## config.mk

```make
export PLATFORM = sky130hd
export DESIGN_NAME = pmp_bridge
export DESIGN_NICKNAME = d
export VERILOG_FILES = /design/src/rtl/pmp_pkg.sv /design/src/rtl/pmp_cmd_fifo.sv /design/src/rtl/pmp_bridge.sv
export SDC_FILE = /design/constraint.sdc
export NUM_CORES = 1
export LEC_CHECK = 0
export BUFFER_PORTS_ARGS = -buffer_cell sky130_fd_sc_hd__buf_2
export CORE_ASPECT_RATIO = 0.7
export CORE_MARGIN = 3
export CORE_UTILIZATION = 31
export CTS_CLUSTER_SIZE = 28
export DETAILED_ROUTE_END_ITERATION = 8
export HOLD_SLACK_MARGIN = 0.15
export SLEW_MARGIN = 20
export SYNTH_ARGS = -nofsm -noshare
export SYNTH_HDL_FRONTEND = slang
export SYNTH_SLANG_ARGS = --single-unit
```

## constraint.sdc

```tcl
create_clock -name clk -period 4.05 [get_ports clk]
set_input_delay 0.2025 -clock clk [delete_from_list [all_inputs] [get_ports clk]]
set_output_delay 0.2025 -clock clk [all_outputs]
set_load 0.1 [all_outputs]
```

## src/rtl/pmp_pkg.sv

```systemverilog
// Shared definitions for the pattern-matching bridge: register map, command
// word layout, dispatcher states and a byte-lane helper.
package pmp_pkg;

  // Word offsets (daddr[5:2]) inside the 64-byte register window.
  localparam logic [3:0] OFF_CMD    = 4'h8;
  localparam logic [3:0] OFF_STATUS = 4'h9;
  localparam logic [3:0] OFF_DACC   = 4'hA;
  localparam logic [3:0] OFF_PACC   = 4'hB;
  localparam logic [3:0] OFF_IRQ_EN = 4'hC;

  // Command word layout: bcast at the top, ctrl packed just below it, target in the low byte.
  localparam int CMD_BCAST_BIT = 31;
  localparam int CMD_CTRL_MSB  = 30;
  localparam int CMD_TGT_W     = 8;

  localparam logic [1:0] OP_NOP = 2'b00;

  localparam int ST_OVF_BIT = 8;
  localparam int ST_ERR_BIT = 9;

  typedef enum logic [1:0] {
    ST_IDLE  = 2'd0,
    ST_ISSUE = 2'd1,
    ST_WAIT  = 2'd2
  } disp_state_t;

  function automatic logic [31:0] lane_mask(input logic [3:0] be);
    logic [31:0] m;
    for (int b = 0; b < 4; b++) m[b*8 +: 8] = {8{be[b]}};
    return m;
  endfunction

endpackage

```

## src/rtl/pmp_cmd_fifo.sv

```systemverilog
// Command FIFO for the bridge. Pushes into a full FIFO are dropped; the read
// port shows the head entry combinationally.
module pmp_cmd_fifo #(
  parameter int WIDTH = 8,
  parameter int DEPTH = 4,
  localparam int AW = (DEPTH > 1) ? $clog2(DEPTH) : 1,
  localparam int CW = $clog2(DEPTH + 1)
) (
  input  logic             clk,
  input  logic             reset,
  input  logic             push,
  input  logic [WIDTH-1:0] wdata,
  input  logic             pop,
  output logic [WIDTH-1:0] rdata,
  output logic             full,
  output logic             empty,
  output logic [CW-1:0]    count
);

  logic [WIDTH-1:0] mem [DEPTH];
  logic [AW-1:0]    wr_ptr;
  logic [AW-1:0]    rd_ptr;
  logic             do_push;
  logic             do_pop;

  function automatic logic [AW-1:0] ptr_next(input logic [AW-1:0] p);
    return (p == AW'(DEPTH - 1)) ? '0 : p + AW'(1);
  endfunction

  assign full    = (count == CW'(DEPTH));
  assign empty   = (count == '0);
  assign do_push = push && !full;
  assign do_pop  = pop && !empty;
  assign rdata   = mem[rd_ptr];

  always_ff @(posedge clk) begin
    if (do_push) mem[wr_ptr] <= wdata;
  end

  always_ff @(posedge clk) begin
    if (!reset) begin
      wr_ptr <= '0;
      rd_ptr <= '0;
      count  <= '0;
    end else begin
      if (do_push) wr_ptr <= ptr_next(wr_ptr);
      if (do_pop)  rd_ptr <= ptr_next(rd_ptr);
      case ({do_push, do_pop})
        2'b10:   count <= count + CW'(1);
        2'b01:   count <= count - CW'(1);
        default: ;
      endcase
    end
  end

endmodule

```

## src/rtl/pmp_bridge.sv

```systemverilog
// Memory-mapped bridge that queues commands from a 32-bit bus and dispatches
// them to N_MOD pattern-matching channels, with sticky accept/pattern flags and an irq.
module pmp_bridge
  import pmp_pkg::*;
#(
  parameter int          N_MOD      = 4,
  parameter int          DATA_W     = 64,
  parameter int          CTRL_W     = 16,
  parameter int          FIFO_DEPTH = 4,
  parameter logic [31:0] BASE_ADDR  = 32'h0040_0000
) (
  input  logic                      clk,
  input  logic                      reset,
  input  logic [31:0]               daddr,
  input  logic [31:0]               dwdata,
  input  logic [3:0]                dwe,
  output logic [31:0]               drdata,
  output logic [N_MOD*DATA_W-1:0]   pmp_data,
  output logic [N_MOD*CTRL_W-1:0]   pmp_control,
  output logic [N_MOD-1:0]          pmp_valid,
  input  logic [N_MOD-1:0]          pmp_data_acc,
  input  logic [N_MOD-1:0]          pmp_pattern_acc,
  output logic                      irq
);

  localparam int NW    = DATA_W / 32;
  localparam int CMD_W = 1 + CTRL_W + CMD_TGT_W + DATA_W;
  localparam int FCW   = $clog2(FIFO_DEPTH + 1);

  logic                     in_win;
  logic [3:0]               woff;
  logic                     wr_en;
  logic [31:0]              wmask;
  logic [31:0]              wbits;
  logic                     wr_status, wr_dacc, wr_pacc, wr_irq_en;
  logic                     unused_addr;

  logic [NW-1:0][31:0]      dbuf;
  logic [N_MOD-1:0]         dacc, pacc, irq_en;
  logic                     ovf, err;

  disp_state_t              state;
  logic [CMD_W-1:0]         cmd_q, fifo_rdata;
  logic                     push_req, fifo_pop, fifo_full, fifo_empty;
  logic [FCW-1:0]           fifo_count;

  logic                     cmd_bcast;
  logic [CTRL_W-1:0]        cmd_ctrl;
  logic [CMD_TGT_W-1:0]     cmd_tgt;
  logic [DATA_W-1:0]        cmd_data;
  logic                     tgt_bad, is_nop, err_set;
  logic [N_MOD-1:0]         sel, handshake;

  logic [N_MOD-1:0][DATA_W-1:0] data_r;
  logic [N_MOD-1:0][CTRL_W-1:0] ctrl_r;

  assign in_win      = (daddr[31:6] == BASE_ADDR[31:6]);
  assign woff        = daddr[5:2];
  assign unused_addr = ^daddr[1:0];
  assign wr_en       = in_win && (dwe != 4'h0);
  assign wmask       = lane_mask(dwe);
  assign wbits       = dwdata & wmask;
  assign wr_status   = wr_en && (woff == OFF_STATUS);
  assign wr_dacc     = wr_en && (woff == OFF_DACC);
  assign wr_pacc     = wr_en && (woff == OFF_PACC);
  assign wr_irq_en   = wr_en && (woff == OFF_IRQ_EN);

  assign push_req = wr_en && (woff == OFF_CMD) && (dwe == 4'hF);
  assign fifo_pop = (state == ST_IDLE) && !fifo_empty;

  pmp_cmd_fifo #(
    .WIDTH (CMD_W),
    .DEPTH (FIFO_DEPTH)
  ) u_fifo (
    .clk   (clk),
    .reset (reset),
    .push  (push_req),
    .wdata ({dwdata[CMD_BCAST_BIT], dwdata[CMD_CTRL_MSB -: CTRL_W], dwdata[CMD_TGT_W-1:0], dbuf}),
    .pop   (fifo_pop),
    .rdata (fifo_rdata),
    .full  (fifo_full),
    .empty (fifo_empty),
    .count (fifo_count)
  );

  assign {cmd_bcast, cmd_ctrl, cmd_tgt, cmd_data} = cmd_q;
  assign tgt_bad   = !cmd_bcast && ({24'd0, cmd_tgt} >= 32'(N_MOD));
  assign is_nop    = (cmd_ctrl[CTRL_W-1 -: 2] == OP_NOP);
  assign err_set   = (state == ST_ISSUE) && tgt_bad;
  assign handshake = pmp_valid & pmp_data_acc;

  always_comb begin
    sel = '0;
    for (int i = 0; i < N_MOD; i++) sel[i] = cmd_bcast || (cmd_tgt == CMD_TGT_W'(i));
  end

  // Channel handshake: a transfer on channel i happens at a rising edge where
  // pmp_valid[i] and pmp_data_acc[i] are both high; until then pmp_valid[i],
  // pmp_data and pmp_control of that channel hold, and acc with valid low is ignored.
  always_ff @(posedge clk) begin
    if (!reset) begin
      state     <= ST_IDLE;
      cmd_q     <= '0;
      data_r    <= '0;
      ctrl_r    <= '0;
      pmp_valid <= '0;
    end else begin
      pmp_valid <= pmp_valid & ~pmp_data_acc;
      case (state)
        ST_IDLE: begin
          if (!fifo_empty) begin
            cmd_q <= fifo_rdata;
            state <= ST_ISSUE;
          end
        end
        ST_ISSUE: begin
          state <= ST_IDLE;
          if (!tgt_bad) begin
            for (int i = 0; i < N_MOD; i++) begin
              if (sel[i]) begin
                data_r[i] <= cmd_data;
                ctrl_r[i] <= cmd_ctrl;
              end
            end
            if (!is_nop) begin
              pmp_valid <= sel;
              state     <= ST_WAIT;
            end
          end
        end
        ST_WAIT: begin
          if (pmp_valid == '0) state <= ST_IDLE;
        end
        default: state <= ST_IDLE;
      endcase
    end
  end

  assign pmp_data    = data_r;
  assign pmp_control = ctrl_r;

  // Sticky flags: the set term is OR-ed in after the clear so a simultaneous set survives.
  always_ff @(posedge clk) begin
    if (!reset) begin
      dbuf   <= '0;
      dacc   <= '0;
      pacc   <= '0;
      irq_en <= '0;
      ovf    <= 1'b0;
      err    <= 1'b0;
      irq    <= 1'b0;
    end else begin
      for (int w = 0; w < NW; w++) begin
        if (wr_en && (woff == 4'(w))) dbuf[w] <= (dbuf[w] & ~wmask) | wbits;
      end
      dacc <= (dacc & ~({N_MOD{wr_dacc}} & wbits[N_MOD-1:0])) | handshake;
      pacc <= (pacc & ~({N_MOD{wr_pacc}} & wbits[N_MOD-1:0])) | pmp_pattern_acc;
      if (wr_irq_en) irq_en <= (irq_en & ~wmask[N_MOD-1:0]) | wbits[N_MOD-1:0];
      ovf <= (ovf & ~(wr_status & wbits[ST_OVF_BIT])) | (push_req & fifo_full);
      err <= (err & ~(wr_status & wbits[ST_ERR_BIT])) | err_set;
      irq <= |(pacc & irq_en);
    end
  end

  always_comb begin
    drdata = '0;
    if (in_win && (dwe == 4'h0)) begin
      for (int w = 0; w < NW; w++) begin
        if (woff == 4'(w)) drdata = dbuf[w];
      end
      case (woff)
        OFF_STATUS: drdata = {22'd0, err, ovf, 5'(fifo_count), (state != ST_IDLE),
                              fifo_full, fifo_empty};
        OFF_DACC:   drdata = 32'(dacc);
        OFF_PACC:   drdata = 32'(pacc);
        OFF_IRQ_EN: drdata = 32'(irq_en);
        default:    ;
      endcase
    end
  end

endmodule

```

# After elaboration in Yosys (flattened, before gate mapping)
# Memories as Yosys holds them, arrays and structs flattened. A register that Yosys moved wholly into a read port is not among the register bits.
# Cells that the tools add are included.
# word_totals
elab_cells,136
output_inout_bits,357
mem_bits_rw,356
inputBits,78
regBits,412
mem_count,1
# mem_list
memory,depth,width,read_ports,rd_clocked_by_memory_dff,wr,line,source
u_fifo.mem,4,89,1,1,1,pmp_cmd_fifo.sv:20,logic [WIDTH-1:0] mem [DEPTH];
# op_classes
bitwise_logic,32
add_sub_neg,4
reduce_logical,40
eq_ne,20
mux,17
order_cmp,1
# op_table
operator,count
$pmux 32 s4,1
$and 32x32->32,3
$mux 32,3
$or 32x32->32,2
$and 4x4->4,8
$not 32->32,1
$eq 26x17->1 const B,1
$eq 4x4->1 const B,6
$eq 8x2->1 const B,2
$not 4->4,4
$logic_and 1x1->1,15
$logic_not 4->1,3
$mux 2,6
$mux 4,3
$or 4x4->4,3
$reduce_and 3->1,4
$eq 2x2->1 const B,4
$eq 8x1->1 const B,1
$ge 8x3->1 const B,1
$logic_not 8->1,1
$pmux 2 s3,1
$pmux 3 s2,1
$and 1x1->1,5
$add 2x1->2 const B,2
other kinds (17),33

# Logic depth before layout (Yosys ltp)
# logic_depth
depth_word,7
ltp_mapped,11
ltp_nobuf,10

# Cells and area by module
# From an unflattened synthesis, not the netlist that was laid out.
# unflattened
hier_cells,2866
area_unflattened_um2,33063.0
# by_module_without_submodules
mod,cells_per_inst,instances,area_each_um2,seq_area_each_um2
pmp_bridge,2345,1,19757.7,9889.5
pmp_cmd_fifo,521,1,13305.3,10870.4

# Least setup slack after synthesis
# Ideal clock, no wire load.
# synth_path
kind,input-to-reg
from,input port daddr[21]
to,memory u_fifo.mem[3][0] (netlist bit) (enable)
t_required_ns,3.592
arrival_time_ns,3.635
setup_slack_ns,-0.043
path_buffers,0
stages,4
cell_sequence,nor4b_2 -> nand4_2 -> nor4_4 -> and2_1
# synth_via
elab_chain_len,7
# synth_lines
item,line,source
start: declaration,pmp_bridge.sv:14,"input logic [31:0] daddr,"
$eq 26x17->1,pmp_bridge.sv:57,assign in_win = (daddr[31:6] == BASE_ADDR[31:6]);
$logic_and 1x1->1,pmp_bridge.sv:60,assign wr_en = in_win && (dwe != 4'h0);
$logic_and 1x1->1 (2 in series),pmp_bridge.sv:68,assign push_req = wr_en && (woff == OFF_CMD) && (dwe == 4'hF);
$logic_and 1x1->1,pmp_cmd_fifo.sv:32,assign do_push = push && !full;
$mux 1,pmp_cmd_fifo.sv:37,if (do_push) mem[wr_ptr] <= wdata;
$mux 1 (implied by the code),pmp_cmd_fifo.sv:37,
end: declaration,pmp_cmd_fifo.sv:20,
# No other way between the ends.

# Final worst setup path
# layout_path
from,input port daddr[5]
to,output port drdata[17]
# layout_via
elab_chain_len,5
# layout_lines
item,line,source
$logic_not 4->1,pmp_bridge.sv:169,if (woff == 4'(w)) drdata = dbuf[w];
$mux 32 (2 in series),pmp_bridge.sv:169,
$pmux 32 s4 *,pmp_bridge.sv:171,case (woff)
$mux 32 *,pmp_bridge.sv:167,if (in_win && (dwe == 4'h0)) begin
end: declaration,pmp_bridge.sv:17,"output logic [31:0] drdata,"
# Mark *: on every way between the ends. The rest lies on a longest branch, timed or not.

==> results.sh <==
export IMPL_status="finished, final reports clean"
export IMPL_vias_per_cell=5.10
export IMPL_vdd_drop_max_v=0.000322
export IMPL_ff2ff_setup_slack_ps=1330
export IMPL_place_gp_congestion=0.779
export IMPL_synth_flop_cell="dfxtp_1"
export IMPL_post_place_cells=4510
export IMPL_grt_pass1_vias=22400
export IMPL_clk_pin_slew_ps=60
export IMPL_num_rows=100
export IMPL_ys_seq_elements=857
export IMPL_grtUsageMet2=0.289
export IMPL_dieArea_mm2=0.114
export IMPL_reg2reg_depth=9
export IMPL_insertion_delay_ps=670
export IMPL_hold_path_class="in2reg"
export IMPL_p_switching_w=0.00362
export IMPL_fp_dieW_um=401
export IMPL_grt_pass1_wl_um=154000
export IMPL_drcViolationCount=0
export IMPL_p_sw_frac=0.214
export IMPL_antenna_found_initial=4
export IMPL_holdWs_ps=207
export IMPL_final_cells=4718
export IMPL_ys_seq_area_frac=0.611
export IMPL_finalSetupViolCount=0
export IMPL_p_per_area_mw_per_mm2=414
export IMPL_cts_buffer_depth=3
export IMPL_postRouteAntennaNets=0
export IMPL_drive_gt1_frac=0.226
export IMPL_ios=435
export IMPL_htree_levels=3
export IMPL_r2r_end="u_fifo.count[2]$_SDFFE_PN0P_"
export IMPL_power_internal_w=0.0133
export IMPL_finClkSkew_ps=19.0
export IMPL_syn_area_per_cell_um2=11.9
export IMPL_top_usage_layer="met2"
export IMPL_use_met3=0.0380
export IMPL_grt_overflow=0
export IMPL_pwr_share_seq=0.528
export IMPL_port_buffers=432
export IMPL_grt_max_degree=233
export IMPL_wl_um=107000
export IMPL_critPathTopFamily="buffers and inverters"
export IMPL_crit_fanout=14
export IMPL_cts_root_buf="clkbuf_16"
export IMPL_placed_area_mm2=0.0376
export IMPL_hp_start="daddr[21]"
export IMPL_cp_start_kind="input port"
export IMPL_die_height_um=283
export IMPL_tritoncts="built"
export IMPL_ys_async_sr_fraction=0
export IMPL_cpMaxStageDelayCell="nor4_4"
export IMPL_maxSlewHeadroom=0.323
export IMPL_dr_pass1_iters=7
export IMPL_fin_nets=3307
export IMPL_ys_types=57
export IMPL_dr_total_vias=24100
export IMPL_crit_type="in2out"
export IMPL_min_path_cells=5
export IMPL_p_comb_frac=0.017
export IMPL_yosys_warnings=0
export IMPL_cts_inserted_buffers=82
export IMPL_p_clk_frac=0.455
export IMPL_cp_common_cell="buf_2"
export IMPL_start_util=0.316
export IMPL_cpPeakStageDelay_ps=730
export IMPL_coreArea_mm2=0.107
export IMPL_leakagePower_nw=14.8
export IMPL_synth_edf_count=356
export IMPL_met1_usage=0.250
export IMPL_rsz0062_at_grt="no"
export IMPL_drv_slew=0
export IMPL_post_route_util=0.380
export IMPL_crit_chain="dlygate4sd3_1 -> buf_2 -> nor4_4 -> buf_4 -> a22oi_1 -> nor2_1 -> buf_2"
export IMPL_period_needed_ps=3070
export IMPL_tightest_slew_ps=1020
export IMPL_min_to="err$_SDFF_PN0_"
export IMPL_routedWlPerCell_um=22.7
export IMPL_grt_usage=0.180
export IMPL_worstPathArrival_ps=2870
export IMPL_fmax_mhz=325
export IMPL_maxCapViolations=0
export IMPL_hold_viol_final=0
export IMPL_post_route_period_util=0.759
export IMPL_cp_end_kind="primary output"
export IMPL_postLayoutCellArea_mm2=0.0408
export IMPL_syn_inst=2847
export IMPL_cp_required_ps=3850
export IMPL_cts_sinks=857
export IMPL_synth_area_mm2=0.0339
export IMPL_drtIter0Drc=2218
export IMPL_syn_to_final_growth_pct=20.4
export IMPL_final_setup_tns_ps=0
export IMPL_r2r_start="u_fifo.count[2]$_SDFFE_PN0P_"
export IMPL_syn_nets=2932
export IMPL_crit_buf_inv=4
export IMPL_place_detailed_hpwl_um=72100
## cells in the final DEF (no fill, tap or decap), drive strengths merged, types with 5 or more instances in the layout
| cell | count |
|---|---|
| nand2 | 303 |
| clkinv | 23 |
| o31ai | 5 |
| o21ai | 93 |
| a222oi | 6 |
| buf | 487 |
| nor4 | 11 |
| inv | 21 |
| nor2 | 40 |
| mux2i | 71 |
| nand2b | 5 |
| and3 | 242 |
| mux4 | 89 |
| nand3 | 91 |
| dfxtp | 501 |
| a21oi | 190 |
| a22oi | 26 |
| nor3 | 11 |
| o21a | 242 |
| a21boi | 240 |
| ha | 6 |
| edfxtp | 356 |
| dlygate4sd3 | 56 |
| clkbuf | 118 |
## sequential cells by signal, indices dropped and copies added (netlist names), named ones only
signal,flops
u_fifo.rd_ptr,2
cmd_q,89
u_fifo.count,3
pmp_valid,4
pmp_control,64
pacc,4
irq,1
state,2
u_fifo.wr_ptr,2
dacc,4
pmp_data,256
ovf,1
err,1
u_fifo.mem,356
## synth_stat cells (all sizes together), types with 71 or more instances
cell type | n | area (um^2)
a21oi | 190 | 951
edfxtp | 356 | 10700
a21boi | 240 | 1800
and3 | 242 | 1510
clkbuf | 221 | 830
nand3 | 91 | 468
mux4 | 89 | 2000
mux2i | 71 | 711
o21a | 242 | 1820
o21ai | 93 | 465
dfxtp | 501 | 10000
nand2 | 303 | 1140
## routing by layer
metal,up-vias,wire [um]
li1,11200,-
met1,12000,47200
met2,742,50000
met3,129,7300
met4,2,2440
met5,-,13
## worst max-delay path by stage
stage / startpoint / to / slack [ps] / depth (start not counted)
6_report: daddr[5] / drdata[17] / 980 / 7
5_1_grt: daddr[5] / drdata[17] / 880 / 7
4_1_cts: dwe[1] / drdata[3] / 1010 / 6
3_5_place_dp: daddr[7] / u_fifo.mem[3][18]$_DFFE_PP_ / 1000 / 7
3_3_place_gp: daddr[7] / u_fifo.mem[3][16]$_DFFE_PP_ / 1010 / 7
2_1_floorplan: daddr[18] / drdata[3] / 420 / 4
## stage by stage
step                power (W)  setup WS [ps]
finish                 0.0169            975
global route           0.0175            877
CTS                    0.0171           1010
detailed placement    0.00936            996
global placement      0.00936           1010
floorplan             0.00925            425
## area by class of cell
cell class / instances / area (um^2)
antenna: 2 / 5.00
clock buffer: 118 / 2340
clock inverter: 32 / 325
fill: 10300 / 66600
inverter: 17 / 68.8
multi-input combinational: 1721 / 12300
sequential: 857 / 20700
tap: 1428 / 1790
timing repair buffer: 543 / 3320
## timing repair
action,in CTS,in global routing
resized for setup,0,0
buffers inserted,0,0
hold endpoints to repair,208,0
hold buffers,56,0
## power by group through the flow
stage / logic [W] / clock network, W / registers, W
after floorplan: 0.000120 / 0 / 0.00913
final: 0.000280 / 0.00770 / 0.00894
after global placement: 0.000233 / 0 / 0.00913
after detailed placement: 0.000236 / 0 / 0.00913
after CTS: 0.000281 / 0.00789 / 0.00893
after global routing: 0.000302 / 0.00824 / 0.00893
## kinds of logic (layout without fill, tap and decap cells)
group                      Yosys count  after routing  synth area share
DFF                                857            857             0.611
AOI/OAI and AO/OA                  818            818             0.162
and+or+nand+nor                    732            732             0.113
buffers and inverters              269            710            0.0308
muxes                              161            161            0.0803
adders and majority gates            7              7           0.00280
xor gates and xnor gates             3              3          0.000775
other                                0              2                 0
## worst min-delay path, delay by kind of cell
kind / cells / cell delay (ps)
AND/OR/NAND/NOR: 2 / 270
AO/OA/AOI/OAI: 2 / 250
buffers and inverters: 1 / 80
No activity file was read; power rests on OpenSTA's default activity.
